### config.mk
export PLATFORM = sky130hd
export DESIGN_NAME = integrate
export DESIGN_NICKNAME = d
export VERILOG_FILES = /design/src/rtl/integrate.sv
export SDC_FILE = /design/constraint.sdc
export NUM_CORES = 1
export LEC_CHECK = 0
export CORE_MARGIN = 4
export CORE_UTILIZATION = 51
export DETAILED_ROUTE_END_ITERATION = 12
export HOLD_SLACK_MARGIN = 0.15
export PLACE_DENSITY = 0.9
export SYNTH_ARGS = -nofsm -noshare
export SYNTH_HDL_FRONTEND = slang
export SYNTH_SLANG_ARGS = --single-unit
### constraint.sdc
create_clock -name clk -period 3.6 [get_ports clk]
set_input_delay 0.72 -clock clk [delete_from_list [all_inputs] [get_ports clk]]
set_output_delay 0.72 -clock clk [all_outputs]
set_load 0.01 [all_outputs]
### src/rtl/integrate.sv
`default_nettype none
// ============================================================================
//  Module   : integrate
//  Purpose  : Cascaded N-stage CIC integrator section with valid/ready stream
//             ports. One output sample per accepted input sample; m_dat is
//             the last-stage accumulator, with no extra output register.
//  Options  : INTEGRATE_SAT_EN - when defined, each stage addition saturates
//             to the signed W-bit range instead of wrapping modulo 2^W.
//             Leave undefined for CIC use (wrap is cancelled by the comb).
//  Revision : 1.0 - initial release
// ============================================================================
module integrate #(
  parameter int W = 32,  // data / accumulator width, two's complement
  parameter int N = 1    // number of integrator stages, 1..8
) (
  input  logic         clk,
  input  logic         rst,
  input  logic [W-1:0] s_dat,
  input  logic         s_val,
  output logic         s_rdy,
  output logic [W-1:0] m_dat,
  output logic         m_val,
  input  logic         m_rdy
);

  localparam logic [W-1:0] C_SMAX = {1'b0, {(W-1){1'b1}}};
  localparam logic [W-1:0] C_SMIN = {1'b1, {(W-1){1'b0}}};

  // Stage k of the chain is held in acc_q[k-1]; acc_q[N-1] is the output.
  logic [W-1:0] acc_q [N];
  logic [W-1:0] acc_d [N];
  logic         m_val_q;
  logic         m_val_d;
  logic         w_in_xfer;
  logic         w_out_xfer;

  // One stage addition: modulo 2^W by default, signed saturation when the
  // option is built in (overflow only when both operands share a sign that
  // the result does not).
  function automatic logic [W-1:0] stage_add(input logic [W-1:0] a,
                                             input logic [W-1:0] b);
    logic [W-1:0] sum;
    sum = a + b;
`ifdef INTEGRATE_SAT_EN
    if ((a[W-1] == b[W-1]) && (sum[W-1] != a[W-1])) begin
      sum = a[W-1] ? C_SMIN : C_SMAX;
    end
`endif
    return sum;
  endfunction

  // Ready only depends on the output side, so an occupied-but-draining
  // output slot still allows a new sample in the same cycle.
  assign s_rdy      = !m_val_q || m_rdy;
  assign w_in_xfer  = s_val && s_rdy;
  assign w_out_xfer = m_val_q && m_rdy;
  assign m_val      = m_val_q;
  assign m_dat      = acc_q[N-1];

  // Next-state: all stages advance together from pre-edge values on an
  // input transfer; otherwise accumulators hold and only the valid flag
  // may clear when the pending output is taken.
  always_comb begin
    acc_d   = acc_q;
    m_val_d = m_val_q;
    if (w_in_xfer) begin
      acc_d[0] = stage_add(acc_q[0], s_dat);
      for (int k = 1; k < N; k++) begin
        acc_d[k] = stage_add(acc_q[k], acc_q[k-1]);
      end
      m_val_d = 1'b1;
    end else if (w_out_xfer) begin
      m_val_d = 1'b0;
    end
  end

  // State registers; reset discards all partial sums and any pending output.
  always_ff @(posedge clk or posedge rst) begin
    if (rst) begin
      for (int k = 0; k < N; k++) begin
        acc_q[k] <= '0;
      end
      m_val_q <= 1'b0;
    end else begin
      acc_q   <= acc_d;
      m_val_q <= m_val_d;
    end
  end

endmodule
`default_nettype wire
# --- Word level (Yosys, flattened, before mapping) ---
# Index checks and enable logic that the tools add are counted.
word_totals:
  ff_bits: 33
  out_inout_bits: 34
  input_bits: 36
  word_cells: 10
classes:
  addsub: 1
  n_mux: 2
  reduce_logical: 5
ops:
  columns: ["op", "n"]
  rows:
  - ["$add 32x32->32", 1]
  - ["$logic_and 1x1->1", 2]
  - ["$mux 1", 2]
  - ["$reduce_bool 2->1", 1]
  - ["$logic_not 1->1", 1]
  - ["$logic_or 1x1->1", 1]

# --- Depth between registers and ports, before layout ---
depth:
  ltp_word: 4
  depth_mapped: 10
  mapped_depth_nobuf: 10

# --- Worst setup path after synthesis ---
# No wires, ideal clock.
synth_path:
  kind: "input -> register"
  startpoint: "input s_dat[0]"
  endpoint: "register acc_q, in the netlist m_dat[16]"
  path_buffers: 0
  path_stages: 10
  t_arrival_ns: 2.832
  setup_slack_ns: 0.638
  required_time_ns: 3.470
  setup_ns: 0.130
  path_cell_list: "ha_1 -> fa_1 -> a211oi_1 -> o211ai_2 -> a41oi_4 -> o31ai_1 -> a21o_1 -> a21oi_1 -> xor2_1 -> o21ai_1"
synth_between:
  elab_chain_cells: 1
synth_lines:
  columns: ["element", "line", "source"]
  rows:
  - ["start: declaration", "18", "input logic [W-1:0] s_dat,"]
  - ["$add 32x32->32", "43", "sum = a + b;"]
  - ["end signal: indexed assignment", "81", "acc_q[k] <= '0;"]
  - ["end signal: assignment", "85", "acc_q <= acc_d;"]
  - ["end: declaration", "30", "logic [W-1:0] acc_q [N];"]
# No other way between the ends.
# A chain may end at the register's enable or synchronous reset.

# --- Final worst setup path ---
# Same ends and word-level chain as after synthesis.

==> flow_summary.toml <==
[finish]
areaGrowthSynthToFinish_pct = 28.3
stdcell_area_um2 = 3710
fillers = 450
antennaDiodeCount = 0
fin_nets = 469
drive_gt1_share_pct = 6.23

[power]
clkPwrFrac_pct = 8.7
irDropWorstVdd_mv = 0.463
p_seq_share_pct = 21.2
power_density_nw_per_um2 = 900
power_frac_comb_pct = 70.1
netSwitchingFraction_pct = 45.7
switchingPower_uw = 1530
power_uw = 3340
intPower_uw = 1820
p_leak_uw = 0.00160

[cts]
cts_tree = "done"
htreeDepth = 2
hold_buffers = 0
numClockSinks = 33
cts_buffers = 5
cts-root-buf = "clkbuf_8"
clk_pin_slew_worst_paths_ns = 0.07
ctsResizeCount = 0
clock_latency_ns = 0.29
cts_setup_buffers = 0
clk_path_buf_depth = 2

[global_route]
grt_max_degree = 40
overflow = 0
grt_pass1_vias = 2754
antenna_found_initial = 0
grtUsageTotal_pct = 21.4
grt_pass1_wl_mm = 12.5

[synth]
synthMuxAreaShare_pct = 1.51
yosysTopAreaCellShare_pct = 28.5
synth_fp_nets = 402
post-synth-top-count-cell = "nand2_1"
yosys.area_share.simple_pct = 15.6
synth_compound_area_share_pct = 29.3
synth.distinct_cells = 56
netlist_instances = 334
yosysSeqAreaShare_pct = 28.5
synth_flop_cell = "dfrtp_1"
synth_xor_area_share_pct = 7.87
synth_adder_area_share_pct = 14.1
synth.area.top_cells = "dfrtp_1 29%, ha_1 13%, o21ai_0 6.9%"
synth_top_family_by_area = "compound AO/OA/AOI/OAI gates"
synth-edff-count = 0
synth_commonest_cells = "46 x nand2_1, 40 x o21ai_0, 33 x dfrtp_1, 31 x ha_1, 29 x a21oi_1"
synth_area_per_cell_um2 = 8.66
synthArstFlopShare_pct = 100
yosysTopAreaCell = "dfrtp_1"
yosysWarnings = 0
syn_area_um2 = 2890
ys_ff_latch = 33

[worst_setup_path]
arrival_ns = 3.47
crit_required_ns = 3.75
critPathKind = "input port to flip-flop"
crit_fanout = 4
end_kind = "flip-flop"
crit_path_start_kind = "input port"

[floorplanning]
ios = 70
die_area_um2 = 6940
fp.dieH_um = 83.3
start_util_pct = 52.5
rows = 27
die_w_um = 83.3
core_um2 = 5510

[sta]
worst_hold_slack_ns = 0.514
min_period_ns = 3.32
tns_ns = 0
tightestPinTransition_ns = 0.711
final-setup-viol-count = 0
rsz0062_at_grt = "false"
maxSlewHeadroom_pct = 52.6
fin_crit_sh_pct = 92.3
hold_viol = 0
finalMaxSlewViolations = 0
worst_clock_skew_ns = 0.00665
max_freq_mhz = 301

[place]
dp_hpwl_mm = 5.67
place_area_um2 = 3630
gp_congestion = 0.860
port_buffers = 69

[routing]
ant_nets = 0
dr_wl_met2_mm = 3.56
wl_mm = 7.33
vias = 2681
first_pass_iters = 4
route.met3.wl_um = 379
vias_per_cell = 5.67
wl_met1_mm = 3.31
drtIter0Drc = 134
drc = 0
top_layer_used = "met4"
wl_per_cell_um = 15.5

[status]
status = "finished clean"

[flow_run]
maxCapViolations = 0

[hold_path]
worstHoldPathType = "flip-flop to flip-flop"
==> state kept, by name, indices dropped and copies added, names as in the netlist <==
name,cells
m_dat,32
m_val,1
==> cells by family after synthesis <==
family / count (synthesis)
fa+ha+maj: 32
simple gates: 95
flops: 33
xor+xnor: 26
mux: 4
compound gates: 127
buf+inv: 17
==> layout make-up <==
| type | count | area [um^2] | area share [%] |
|---|---|---|---|
| repair buffers | 72 | 713 | 19.2 |
| flip-flops and latches | 33 | 826 | 22.2 |
| clock buffers | 7 | 86.3 | 2.33 |
| multi-input cells | 284 | 1980 | 53.3 |
| inverters | 5 | 18.8 | 0.506 |
| well taps | 72 | 90.1 | 2.43 |
==> worst paths after layout <==
check | from | endpoint | slack (ns) | cells past startpoint
min in group asynchronous | rst | m_dat[25] | 0.85 | 2
max | s_dat[0] | m_dat[16] | 0.28 | 11
min | m_dat[4] | m_dat[4] | 0.51 | 2
max reg2reg | m_dat[0] | m_dat[16] | 0.73 | 10
max in group asynchronous | rst | m_dat[19] | 2.03 | 3
min reg2reg | m_dat[4] | m_dat[4] | 0.51 | 2
==> metrics by stage <==
stage                     setup slack, ns  util, %  std cells
after floorplan                     0.638        -        334
after global placement             0.0866     65.8        466
after detailed placement           0.0162     65.8        466
after CTS                           0.312     67.4        473
after global routing                0.137     67.4        473
final                               0.277     67.4        473
==> power groups by stage <==
| stage | Clock (uW) | Sequential (uW) | Combinational [uW] |
|---|---|---|---|
| 2_1_floorplan | 0 | 771 | 1550 |
| 3_3_place_gp | 0 | 700 | 2260 |
| 3_5_place_dp | 0 | 712 | 2310 |
| 4_1_cts | 298 | 707 | 2340 |
| 5_1_grt | 317 | 733 | 2590 |
| 6_report | 291 | 708 | 2340 |
==> cells in the final DEF, fill, tap and decap left out, types with 7 or more instances in the layout <==
| cell type | count |
|---|---|
| nand3_1 | 10 |
| o21ai_1 | 7 |
| ha_1 | 31 |
| o21ai_0 | 40 |
| a21o_1 | 14 |
| xor2_1 | 16 |
| nor2_1 | 12 |
| xnor2_1 | 10 |
| nand4_1 | 7 |
| clkdlybuf4s50_1 | 69 |
| dfrtp_1 | 33 |
| nand2_1 | 46 |
| a21oi_1 | 29 |
==> critical path, stage by stage <==
cell and delay, ns:
clkdlybuf4s50_1 0.40, ha_1 0.25, fa_1 0.43, a211oi_1 0.37, o211ai_2 0.17, a41oi_4 0.35
o31ai_1 0.17, a21o_1 0.19, a21oi_1 0.16, xor2_1 0.17, o21ai_1 0.07
==> routing by layer <==
layer | vias up | GRT usage (%)
li1 | 1363 | -
met1 | 1234 | 27.0
met2 | 77 | 37.1
met3 | 7 | 4.56
met4 | 0 | 5.20
met5 | - | 0
Power figures use the tool's default switching activity.
